[config.mk]
export PLATFORM = sky130hd
export DESIGN_NAME = bmp_stream_writer
export DESIGN_NICKNAME = d
export VERILOG_FILES = /design/src/rtl/bmp_stream_writer.sv
export SDC_FILE = /design/constraint.sdc
export NUM_CORES = 1
export LEC_CHECK = 0
export ABC_AREA = 1
export CORE_MARGIN = 2
export CORE_UTILIZATION = 35
export CTS_CLUSTER_DIAMETER = 80
export DETAILED_ROUTE_END_ITERATION = 10
export HOLD_SLACK_MARGIN = 0.02
export SYNTH_ARGS = -nofsm -noshare
export SYNTH_HDL_FRONTEND = slang
export SYNTH_SLANG_ARGS = --single-unit
[constraint.sdc]
create_clock -name clock -period 3.3 [get_ports clock]
set_clock_uncertainty 0.05 [all_clocks]
set_input_delay 0.99 -clock clock [delete_from_list [all_inputs] [get_ports clock]]
set_output_delay 0.99 -clock clock [all_outputs]
set_load 0.05 [all_outputs]
[src/rtl/bmp_stream_writer.sv]
`default_nettype none
// +--------------------------------------------------------------------------+
// | Module   : bmp_stream_writer                                             |
// | Purpose  : Turns an 8-bit grayscale pixel FIFO into a 24-bit BMP byte     |
// |            stream (54-byte header, B=G=R pixels, rows padded to 4 bytes). |
// |            Header generation is compiled in only when the macro           |
// |            BMP_HEADER_GEN_EN is defined; otherwise raw padded pixel data. |
// | Revision : 1.0 - initial release                                          |
// +--------------------------------------------------------------------------+
module bmp_stream_writer #(
    parameter int IMG_WIDTH  = 720,
    parameter int IMG_HEIGHT = 540,
    parameter int PIX_DWIDTH = 8
) (
    input  logic                  clock,
    input  logic                  reset,
    input  logic [PIX_DWIDTH-1:0] in_dout,
    input  logic                  in_empty,
    output logic                  in_rd_en,
    output logic [7:0]            out_din,
    input  logic                  out_full,
    output logic                  out_wr_en,
    output logic                  frame_done
);

    localparam int          c_cnt_w     = $clog2(4096);
    localparam int unsigned c_row_bytes = 3 * IMG_WIDTH;
    localparam int unsigned c_stride    = ((c_row_bytes + 3) / 4) * 4;
    localparam int unsigned c_pad       = c_stride - c_row_bytes;
    localparam bit          c_has_pad   = (c_pad != 0);

    localparam logic [c_cnt_w-1:0] c_last_col = c_cnt_w'(IMG_WIDTH - 1);
    localparam logic [c_cnt_w-1:0] c_last_row = c_cnt_w'(IMG_HEIGHT - 1);
    localparam logic [c_cnt_w-1:0] c_one      = c_cnt_w'(1);
    localparam logic [1:0]         c_last_pad = 2'((c_pad == 0) ? 0 : c_pad - 1);

    localparam logic [1:0] c_st_pixel  = 2'd0;
    localparam logic [1:0] c_st_pad    = 2'd1;
    localparam logic [1:0] c_st_done   = 2'd2;
`ifdef BMP_HEADER_GEN_EN
    localparam logic [1:0] c_st_header = 2'd3;
    localparam logic [1:0] c_st_start  = c_st_header;

    localparam logic [31:0] c_img_size  = 32'(c_stride * IMG_HEIGHT);
    localparam logic [31:0] c_file_size = c_img_size + 32'd54;
`else
    localparam logic [1:0] c_st_start  = c_st_pixel;
`endif

    logic [1:0]         r_state;
    logic [1:0]         r_sub;
    logic [c_cnt_w-1:0] r_col;
    logic [c_cnt_w-1:0] r_row;
    logic [1:0]         r_pad;

    logic [1:0]         w_state_nxt;
    logic [1:0]         w_sub_nxt;
    logic [c_cnt_w-1:0] w_col_nxt;
    logic [c_cnt_w-1:0] w_row_nxt;
    logic [1:0]         w_pad_nxt;

    logic               w_emit;
    logic               w_wr;
    logic               w_row_end;
    logic [7:0]         w_byte;

`ifdef BMP_HEADER_GEN_EN
    logic [5:0]  r_idx;
    logic [5:0]  w_idx_nxt;
    logic [31:0] w_hdr_field;
    logic [5:0]  w_hdr_base;
    logic [1:0]  w_hdr_off;
    logic [7:0]  w_hdr_byte;

    // Each header field is a little-endian word; pick the field, then the byte within it.
    always_comb begin
        w_hdr_field = 32'd0;
        w_hdr_base  = 6'd0;
        if (r_idx < 6'd2) begin
            w_hdr_field = 32'h0000_4D42;
        end else if (r_idx < 6'd6) begin
            w_hdr_field = c_file_size;
            w_hdr_base  = 6'd2;
        end else if (r_idx < 6'd10) begin
            w_hdr_base  = 6'd6;
        end else if (r_idx < 6'd14) begin
            w_hdr_field = 32'd54;
            w_hdr_base  = 6'd10;
        end else if (r_idx < 6'd18) begin
            w_hdr_field = 32'd40;
            w_hdr_base  = 6'd14;
        end else if (r_idx < 6'd22) begin
            w_hdr_field = 32'(IMG_WIDTH);
            w_hdr_base  = 6'd18;
        end else if (r_idx < 6'd26) begin
            w_hdr_field = 32'(IMG_HEIGHT);
            w_hdr_base  = 6'd22;
        end else if (r_idx < 6'd28) begin
            w_hdr_field = 32'd1;
            w_hdr_base  = 6'd26;
        end else if (r_idx < 6'd30) begin
            w_hdr_field = 32'd24;
            w_hdr_base  = 6'd28;
        end else if (r_idx < 6'd34) begin
            w_hdr_base  = 6'd30;
        end else if (r_idx < 6'd38) begin
            w_hdr_field = c_img_size;
            w_hdr_base  = 6'd34;
        end else if (r_idx < 6'd42) begin
            w_hdr_field = 32'd2835;
            w_hdr_base  = 6'd38;
        end else if (r_idx < 6'd46) begin
            w_hdr_field = 32'd2835;
            w_hdr_base  = 6'd42;
        end else begin
            w_hdr_base  = 6'd46;
        end
        w_hdr_off  = 2'(r_idx - w_hdr_base);
        w_hdr_byte = w_hdr_field[{w_hdr_off, 3'b000} +: 8];
    end
`endif

    always_ff @(posedge clock) begin
        if (reset) begin
            r_state <= c_st_start;
            r_sub   <= 2'd0;
            r_col   <= '0;
            r_row   <= '0;
            r_pad   <= 2'd0;
`ifdef BMP_HEADER_GEN_EN
            r_idx   <= 6'd0;
`endif
        end else begin
            r_state <= w_state_nxt;
            r_sub   <= w_sub_nxt;
            r_col   <= w_col_nxt;
            r_row   <= w_row_nxt;
            r_pad   <= w_pad_nxt;
`ifdef BMP_HEADER_GEN_EN
            r_idx   <= w_idx_nxt;
`endif
        end
    end

    always_comb begin
        w_emit = 1'b0;
        w_byte = 8'h00;
        case (r_state)
`ifdef BMP_HEADER_GEN_EN
            c_st_header: begin
                w_emit = 1'b1;
                w_byte = w_hdr_byte;
            end
`endif
            c_st_pixel: begin
                w_emit = ~in_empty;
                w_byte = in_dout[7:0];
            end
            c_st_pad: w_emit = 1'b1;
            default:  w_emit = 1'b0;
        endcase

        // Outputs are forced quiet while reset is held so nothing leaks mid-reset.
        w_wr       = w_emit & ~out_full & ~reset;
        out_wr_en  = w_wr;
        out_din    = w_wr ? w_byte : 8'h00;
        in_rd_en   = w_wr & (r_state == c_st_pixel) & (r_sub == 2'd2);
        frame_done = (r_state == c_st_done) & ~reset;

        w_state_nxt = r_state;
        w_sub_nxt   = r_sub;
        w_col_nxt   = r_col;
        w_row_nxt   = r_row;
        w_pad_nxt   = r_pad;
        w_row_end   = 1'b0;
`ifdef BMP_HEADER_GEN_EN
        w_idx_nxt   = r_idx;
`endif
        case (r_state)
`ifdef BMP_HEADER_GEN_EN
            c_st_header: begin
                if (w_wr) begin
                    if (r_idx == 6'd53) begin
                        w_idx_nxt   = 6'd0;
                        w_state_nxt = c_st_pixel;
                    end else begin
                        w_idx_nxt   = r_idx + 6'd1;
                    end
                end
            end
`endif
            c_st_pixel: begin
                if (w_wr) begin
                    if (r_sub == 2'd2) begin
                        w_sub_nxt = 2'd0;
                        if (r_col == c_last_col) begin
                            w_col_nxt = '0;
                            if (c_has_pad) w_state_nxt = c_st_pad;
                            else           w_row_end   = 1'b1;
                        end else begin
                            w_col_nxt = r_col + c_one;
                        end
                    end else begin
                        w_sub_nxt = r_sub + 2'd1;
                    end
                end
            end
            c_st_pad: begin
                if (w_wr) begin
                    if (r_pad == c_last_pad) begin
                        w_pad_nxt = 2'd0;
                        w_row_end = 1'b1;
                    end else begin
                        w_pad_nxt = r_pad + 2'd1;
                    end
                end
            end
            c_st_done: begin
                w_state_nxt = c_st_start;
                w_sub_nxt   = 2'd0;
                w_col_nxt   = '0;
                w_row_nxt   = '0;
                w_pad_nxt   = 2'd0;
            end
            default: w_state_nxt = c_st_start;
        endcase

        // End-of-row is a transition, not a state, so rows cost no extra cycle.
        if (w_row_end) begin
            if (r_row == c_last_row) begin
                w_row_nxt   = '0;
                w_state_nxt = c_st_done;
            end else begin
                w_row_nxt   = r_row + c_one;
                w_state_nxt = c_st_pixel;
            end
        end
    end

endmodule
`default_nettype wire

==> results of run 1 <==
[Yosys cell counts (all sizes together), types with 3 or more instances]
library cell and number:
clkbuf 3, inv 44, nor3 3, a21oi 18, buf 3, nand4 8
dfxtp 27, nand2 78, xor2 4, nand3 31, o21ai 9, nor2 55
[kinds of logic (layout without fill, tap and decap cells)]
| family | count (synthesis) | after routing | share of synthesized area (%) |
|---|---|---|---|
| flip-flops | 27 | 27 | 30.3 |
| buffers and inverters | 52 | 75 | 12.0 |
| AO/OA/AOI/OAI | 30 | 30 | 8.85 |
| XOR/XNOR | 4 | 4 | 1.97 |
| adder cells (fa/ha/maj) | 2 | 2 | 1.40 |
| AND/OR/NAND/NOR | 178 | 178 | 45.4 |
[worst paths after layout]
kind	to	slack, ns	start
setup / recovery	out_din[1]	0.08	reset
hold / removal	r_row[3]$_SDFFE_PP0P_	0.43	r_row[3]$_SDFFE_PP0P_
setup reg to reg	r_row[8]$_SDFFE_PP0P_	1.33	r_col[0]$_SDFFE_PP0P_
hold reg to reg	r_row[3]$_SDFFE_PP0P_	0.43	r_row[3]$_SDFFE_PP0P_
[stage by stage]
stage / cells / setup WS (ns)
CTS: 383 / 0.0594
detailed placement: 379 / 0.0586
global route: 383 / -0.0267
floorplan: 293 / 0.0503
global placement: 379 / 0.0965
finish: 383 / 0.0753
[metal layers]
metal | up-vias | GRT usage [%] | wire (um)
met5 | - | 0 | 0
met4 | 0 | 4.09 | 29
met3 | 2 | 2.78 | 288
met2 | 46 | 27.8 | 1910
met1 | 811 | 23.8 | 2120
li1 | 969 | - | -
[flip-flops by register name (all words and copies together), names as in the netlist]
signal	count
r_row	12
r_sub	2
r_col	12
r_state	1
[cell usage in the layout (no fill, tap or decap), types with 2 or more instances in the layout]
master	count
a21oi_1	18
buf_12	11
buf_4	3
clkbuf_8	3
clkdlybuf4s50_1	11
clkinv_1	2
dfxtp_1	27
ha_1	2
inv_1	39
inv_2	5
nand2_1	76
nand2_2	2
nand3_1	27
nand3_2	3
nand3b_1	2
nand4_1	8
nor2_1	49
nor2_2	3
nor2_4	2
nor3_1	3
o21ai_0	4
o21ai_1	5
xor2_1	4
[power by group]
part	internal (W)	switching, W	total [W]
sequential	0.000328	0.00000211	0.000330
combinational	0.0000310	0.0000380	0.0000690
clock	0.0000864	0.000102	0.000188
total	0.000445	0.000142	0.000587
[cell type report]
type	instances	share of cell area (%)
clock buffer	4	2.02
timing repair buffer	25	15.9
multi-input combinational	214	46.3
tap	67	3.77
sequential	27	24.3
inverter	46	7.76
[what timing repair did]
| item | in CTS | in global routing |
|---|---|---|
| endpoints found under the setup margin | 0 | 8 |
| buffers inserted | 0 | 0 |
| resized for setup | 0 | 1 |
[critical path: cells and delay by family]
kind                   cells  cell delay [ns]
buffers and inverters      2             0.63
and+or+nand+nor            3             0.56
==> run metrics, run 1 <==
Max VDD drop 164 uV; Hold Buf Count CTS 0; unrepaired setup endpoints after global routing yes; final setup fails 0; drt first pass iters 4; crit-path max cell delay 0.46 ns; Die Ht around 75 um; Die Span X 75.4 um; Nets 331; post-synthesis async set-or-reset flop share 0%; worst path cell trace clkdlybuf4s50_1, nor2_4, nand3_4, nor2_1, buf_12; total track usage between 10% and 20%; Critical Path Sink Type output port; area of the multi-input gates 1030 um2; post-route minimum period 3.22 ns; register area share after synthesis 30.3%; CP required 2.26 ns; Reg area 541 um2; Pwr per Cell Area roughly 260 nW/um2; Post-synth top flop dfxtp_1; routed via count 1828; Starting DRT DRC Count 112; initial antenna violation count 0; post-synth top area cell dfxtp_1; Critical Path Slowest Stage Cell clkdlybuf4s50_1; Hold Path Cell Cnt 2; first-pass GRT wire length 7520 um; clk slew on worst S/H paths 0.09 ns; io pins 23; Critical Path Start Type input port; Leak 0.964 nW; Synth area leaders dfxtp_1, nand2_1, nor2_1; vias in the first global route 1648; max_cap viols 0; Crit Path Category in -> out; TNS Setup 0 ns; P&R area growth vs syn 24.9%; final core utilization between 40% and 50%; Worst R2R Path Depth 8; Max Root-Sink Buffers 2; H-tree depth 1; share of the synthesized area in the top cell type 30.3%; hold_ws 0.434 ns; FILL cells 509; Slew Viols, Final 0; Routed Antenna Nets 0; Post-Synthesis Cells between 200 and 300; syn nets roughly 310; yosys warns 0; type of the tightest min-delay check reg -> reg; Row Count 25; number of enable flip-flop cells after synthesis 0; Clock Latency Late Sink 0.27 ns; placed cell area 2180 um2; Core Area 4820 um2; Yosys reg bits 27; Mapped Area around 1800 um2; Fmax 310 MHz; WL/cell 11.3 um; Initial Util between 30% and 40%; DRC Markers 0; status complete, no violations; grt ovf 0; DP Wirelength 3330 um; Post-Route WL 4340 um; Port Buffers 22; layout cell share with drive strength beyond 1 11.1%; Tcrit/Tclk final between 90% and 100%; syn_area_per_cell 6.08 um2; Pwr Total between 0.0005 and 0.0006 W; vias per cell 4.77; Slew @ Worst Pin 0.422 ns; root buffer cell clkbuf_8; RePlAce Congestion 0.838; clock tree from TritonCTS yes; Antenna diodes 0; slew margin rel. between 70% and 80%; Sink Count 27; die area ~5700 um2; Post-Layout Inst Area around 2200 um2; CP Data Arrival Time between 2 and 2.5 ns; CTS Buf Count 3; Final Hold Fails 0; Crit Path Max Fanout 13; largest net degree at the start of global routing 19; synth unique cells 28
Note: power is estimated with default switching activity, not from simulation.
==> run 2, diff against run 1 <==
--- a/config.mk
+++ b/config.mk
@@ -5,12 +5,10 @@
 export SDC_FILE = /design/constraint.sdc
 export NUM_CORES = 1
 export LEC_CHECK = 0
-export ABC_AREA = 1
 export CORE_MARGIN = 2
 export CORE_UTILIZATION = 35
 export CTS_CLUSTER_DIAMETER = 80
 export DETAILED_ROUTE_END_ITERATION = 10
-export HOLD_SLACK_MARGIN = 0.02
 export SYNTH_ARGS = -nofsm -noshare
 export SYNTH_HDL_FRONTEND = slang
 export SYNTH_SLANG_ARGS = --single-unit
==> run 2 against run 1 <==
  * Design area is 13% lower
  * Flip-flop and latch count stayed put
  * Clock power is 3% higher
  * Wire length is 20% lower
  * Register-to-register slack worse by 0.45 ns
==> run metrics, run 2 <==
CTS Buf Count 3; Die Ht 67.1 um; Post-synth top flop dfxtp_1; worst reg2reg startpoint r_col[0]$_SDFFE_PP0P_; Hold Path Cell Cnt 2; clk slew on worst S/H paths 0.10 ns; Fmax between 300 and 400 MHz; R2R setup slack 0.88 ns; Slew @ Worst Pin 0.746 ns; post-synth top area cell dfxtp_1; share of the synthesized area in the top cell type 38.8%; Slew Viols, Final 0; register area share after synthesis about 39%; Crit Path Category in -> out; CP required approximately 2.3 ns; root buffer cell clkbuf_8; Initial Util 37.2%; Yosys reg bits 27; synth unique cells 35; area of the multi-input gates about 900 um2; Pwr per Cell Area 304 nW/um2; DP Wirelength 2600 um; WL/cell around 14 um; Routed Antenna Nets 0; largest net degree at the start of global routing 17; TNS Setup 0 ns; max_cap viols 0; Sink Count 27; Synth area leaders dfxtp_1, a21oi_1, nand3_1; Largest regs r_col (12), r_row (12), r_sub (2); Critical Path Sink Type output port; io pins 23; Post-Route WL 3460 um; routed via count between 1000 and 1500; Port Buffers 22; die area ~4500 um2; Critical Path Start Type input port; Post-Synthesis Cells approximately 170; Placed Cells 244; yosys warns 0; Final Hold Fails 0; WHS Endpoint r_col[7]$_SDFFE_PP0P_; clock tree from TritonCTS yes; Antenna diodes 0; Pwr Total approximately 0.00059 W; type of the tightest min-delay check reg -> reg; Die Span X 67.1 um; initial antenna violation count 0; most frequent cell after synthesis dfxtp_1; syn nets 185; post-synthesis async set-or-reset flop share 0%; unrepaired setup endpoints after global routing no; RePlAce Congestion 0.787; Worst R2R Path Depth 6; Reg area 541 um2; total track usage 16.6%; syn_area_per_cell 8.15 um2; Leak 0.686 nW; hold_ws about 0.45 ns; Max VDD drop 182 uV; DRC Markers 0; CP Data Arrival Time around 2.2 ns; FILL cells 351; layout cell share with drive strength beyond 1 19.4%; vias in the first global route 1259; R2R Path End r_row[5]$_SDFFE_PP0P_; min-delay src r_col[7]$_SDFFE_PP0P_; Row Count 22; post-route minimum period 3.21 ns; vias per cell between 5 and 6; commonest non-fill, non-tap cell in the layout dfxtp_1; final non-filler cell total 249; Starting DRT DRC Count 97; Max Root-Sink Buffers 2; slew margin rel. ~50%; most frequent cells in the layout dfxtp_1, nand2_1, a21oi_1, nand3_1, o21ai_0; Crit Path Max Fanout 8; final setup fails 0; Core Area 3740 um2; drt first pass iters 4; Mapped Area 1390 um2; grt ovf 0; most frequent cells after synthesis dfxtp_1, nand2_1, a21oi_1; Nets about 220; P&R area growth vs syn 39.3%; status complete, no violations; first-pass GRT wire length 5820 um; Clock Latency Late Sink 0.27 ns; number of enable flip-flop cells after synthesis 0; H-tree depth 1; Tcrit/Tclk final a little over nine tenths
run 2: stage by stage:
| step | setup WS [ns] | util, % | cell area, um2 |
|---|---|---|---|
| 2_1_floorplan | 0.0486 | - | 1410 |
| 3_3_place_gp | -0.114 | 49.1 | 1840 |
| 3_5_place_dp | -0.166 | 49.1 | 1840 |
| 4_1_cts | 0.0911 | 51.6 | 1930 |
| 5_1_grt | 0.0474 | 51.9 | 1940 |
| 6_report | 0.0944 | 51.9 | 1940 |
run 2: logic make-up after synthesis:
group           synth area share (%)
compound gates                  14.0
simple gates                    36.7
buf+inv                         2.24
xor+xnor                        5.03
mux                             1.44
flops                           38.8
fa+ha+maj                       1.80
run 2: layout make-up:
type,instances,area share (%)
clock inverters,1,0.387
repair buffers,31,20.7
multi-input cells,136,45.2
inverters,3,0.580
clock buffers,3,2.13
flip-flops and latches,27,27.8
well taps,48,3.09
run 2: worst max-delay path by stage:
stage	start	to	slack (ns)
final	out_full	out_din[2]	0.09
after global routing	out_full	in_rd_en	0.05
after CTS	out_full	in_rd_en	0.09
after detailed placement	reset	out_din[2]	-0.17
after global placement	reset	out_din[0]	-0.11
after floorplan	reset	out_din[0]	0.05
run 2: power by group:
| group | switching [W] | leakage [nW] | total (W) | internal (W) |
|---|---|---|---|---|
| clock network | 0.000108 | 0.0217 | 0.000194 | 0.0000857 |
| logic | 0.0000318 | 0.447 | 0.0000672 | 0.0000354 |
| registers | 0.00000198 | 0.218 | 0.000329 | 0.000327 |
| total | 0.000142 | 0.686 | 0.000590 | 0.000448 |
run 2: layer usage:
layer,global-route usage [%],share of wire (%),vias to the layer above
met2,27.7,47,53
li1,-,-,681
met1,22.4,43,626
met4,4.08,0.49,0
met3,2.53,8.8,2
met5,0,0,-
run 2: repair_timing:
action	in CTS	in global routing
buffers inserted	1	0
gates resized for setup	15	2
pin swaps	1	0
hold buffers	0	0
setup endpoints to repair	10	1
cloned	0	0
run 2: worst max-delay path, cell delays in order:
cell	delay, ns
clkdlybuf4s50_1	0.50
nor3_4	0.23
buf_6	0.15
and2_4	0.16
buf_12	0.13
==> run 3, diff against run 2 <==
--- a/config.mk
+++ b/config.mk
@@ -5,7 +5,8 @@
 export SDC_FILE = /design/constraint.sdc
 export NUM_CORES = 1
 export LEC_CHECK = 0
-export CORE_MARGIN = 2
+export CORE_ASPECT_RATIO = 1.75
+export CORE_MARGIN = 3
 export CORE_UTILIZATION = 35
 export CTS_CLUSTER_DIAMETER = 80
 export DETAILED_ROUTE_END_ITERATION = 10
==> run 3 against run 2 <==
  * Global-route usage increased by 0.87 points
  * Via count is essentially flat
  * Worst setup slack worse by 0.022 ns
  * Worst hold slack lost 0.011 ns
  * Critical path depth unchanged
  * Non-clock buffer count increased by 1
  * Design area decreased by 0.90%
  * Power is 0.29% higher
  * Largest cell class unchanged
  * Clock-buffer cell count is the same
==> run metrics, run 3 (synthesis gave the netlist of run 2 again) <==
Crit Path Category in -> out; CP required between 2 and 2.5 ns; Slew @ Worst Pin between 0.7 and 0.8 ns; Row Count 29; Port Buffers 22; Largest regs r_col (12), r_row (12), r_sub (2); routed via count between 1000 and 1500; Leak approximately 0.68 nW; WL/cell 14.6 um; vias per cell ~5.5; die area 4810 um2; total track usage 17.5%; commonest non-fill, non-tap cell in the layout dfxtp_1; largest net degree at the start of global routing 17; clock tree from TritonCTS yes; io pins 23; pre-CTS setup slack -0.151 ns; layout cell share with drive strength beyond 1 19.8%; Gate power share between 10% and 20%; max_cap viols 0; Pwr per Cell Area 307 nW/um2; worst reg2reg startpoint r_col[0]$_SDFFE_PP0P_; CTS Buf Count 3; min-delay src r_state[1]$_SDFFE_PP0P_; Tcrit/Tclk final a little over nine tenths; DP Wirelength about 2800 um; R2R setup slack 0.95 ns; Max Root-Sink Buffers 2; slew margin rel. 49.1%; Hold Path Cell Cnt 1; Flop pwr share a little under three fifths; power share of the clock group 33.6%; Placed Cells 242; H-tree depth 1; unrepaired setup endpoints after global routing yes; Pint around 0.00045 W; final non-filler cell total 248; Final Hold Fails 0; vias in the first global route 1389; Die Span X 53.7 um; RePlAce Congestion 0.873; type of the tightest min-delay check reg -> reg; Pwr Total 0.000592 W; P&R area growth vs syn 38.1%; post-route minimum period 3.23 ns; Nets between 200 and 250; grt ovf 0; Core Area between 3000 and 4000 um2; CP Data Arrival Time approximately 2.2 ns; Die Ht 89.5 um; Antenna diodes 0; setup ws final 0.0726 ns; most frequent cells in the layout dfxtp_1, nand2_1, a21oi_1, nand3_1, o21ai_0; WHS Endpoint r_sub[0]$_SDFFE_PP0P_; Initial Util 37.3%; placed cell area 1830 um2; Max VDD drop 257 uV; Worst R2R Path Depth 6; first-pass GRT wire length 6300 um; Crit Path Max Fanout 4; root buffer cell clkbuf_8; DRC Markers 0; Slew Viols, Final 0; Sink Count 27; Post-Layout Inst Area 1920 um2; drt first pass iters 4; switching share of power 24.4%; sw power 0.000145 W; Post-Route WL 3610 um; Routed Antenna Nets 0; final setup fails 0; Starting DRT DRC Count 35; initial antenna violation count 0; Critical Path Sink Type output port; Clock Latency Late Sink 0.28 ns; Fmax 310 MHz; clk slew on worst S/H paths 0.09 ns; status complete, no violations; Critical Path Start Type input port; R2R Path End r_row[5]$_SDFFE_PP0P_
## run 3: changes by cell type in the layout (fill, tap and decap cells not counted)
| cell | before | now |
|---|---|---|
| nor4b_4 | 1 | 0 |
| buf_2 | 0 | 1 |
| clkdlybuf4s50_1 | 9 | 10 |
| dlymetal6s2s_1 | 1 | 0 |
| nor4b_2 | 0 | 1 |
| and2_2 | 0 | 7 |
| and2_4 | 8 | 1 |
## run 3: power groups by stage
stage,Combinational (W),Sequential (W),Clock [W]
after floorplan,0.0000253,0.000336,0
after global routing,0.0000678,0.000329,0.000216
after detailed placement,0.0000608,0.000336,0
final,0.0000643,0.000329,0.000199
after CTS,0.0000643,0.000329,0.000204
after global placement,0.0000595,0.000336,0
## run 3: area by class of cell
cell class	count	area, um2
fill	362	1810
multi-input combinational	136	861
sequential	27	541
timing repair buffer	32	405
tap	46	57.6
clock buffer	3	41.3
inverter	3	11.3
clock inverter	1	7.51
## run 3: worst max path at each step
stage,start,end
6_report,in_empty,out_din[1]
3_3_place_gp,reset,out_din[2]
5_1_grt,in_empty,in_rd_en
2_1_floorplan,reset,out_din[0]
3_5_place_dp,reset,out_din[0]
4_1_cts,in_empty,in_rd_en
## run 3: per-layer routing
metal,GRT usage (%),vias up,wire (um)
met3,2.17,10,55
li1,-,678,-
met4,8.37,0,105
met1,18.4,659,1370
met5,0,-,0
met2,32.7,14,2080
## run 3: per-stage QoR
| step | setup TNS, ns | util (%) | hold WS [ns] |
|---|---|---|---|
| final | 0 | 51.5 | 0.441 |
| after global routing | 0 | 51.5 | 0.490 |
| after CTS | 0 | 51.4 | 0.451 |
| after detailed placement | -1.23 | 49.1 | 0.430 |
| after global placement | -0.819 | 49.1 | 0.412 |
| after floorplan | 0 | - | 0.378 |
## run 3: repair_timing
item,CTS,global route
resized for setup,8,1
gates cloned,1,0
pin swaps,2,0
setup buffers,1,0
setup endpoints to repair,10,1
endpoints found under the hold margin,0,0
hold buffers,0,0
## run 3: critical path, cell delays in order
cell and delay [ns]:
clkdlybuf4s50_1 0.47, nor3_4 0.26, buf_2 0.17, and2_2 0.16
buf_12 0.13
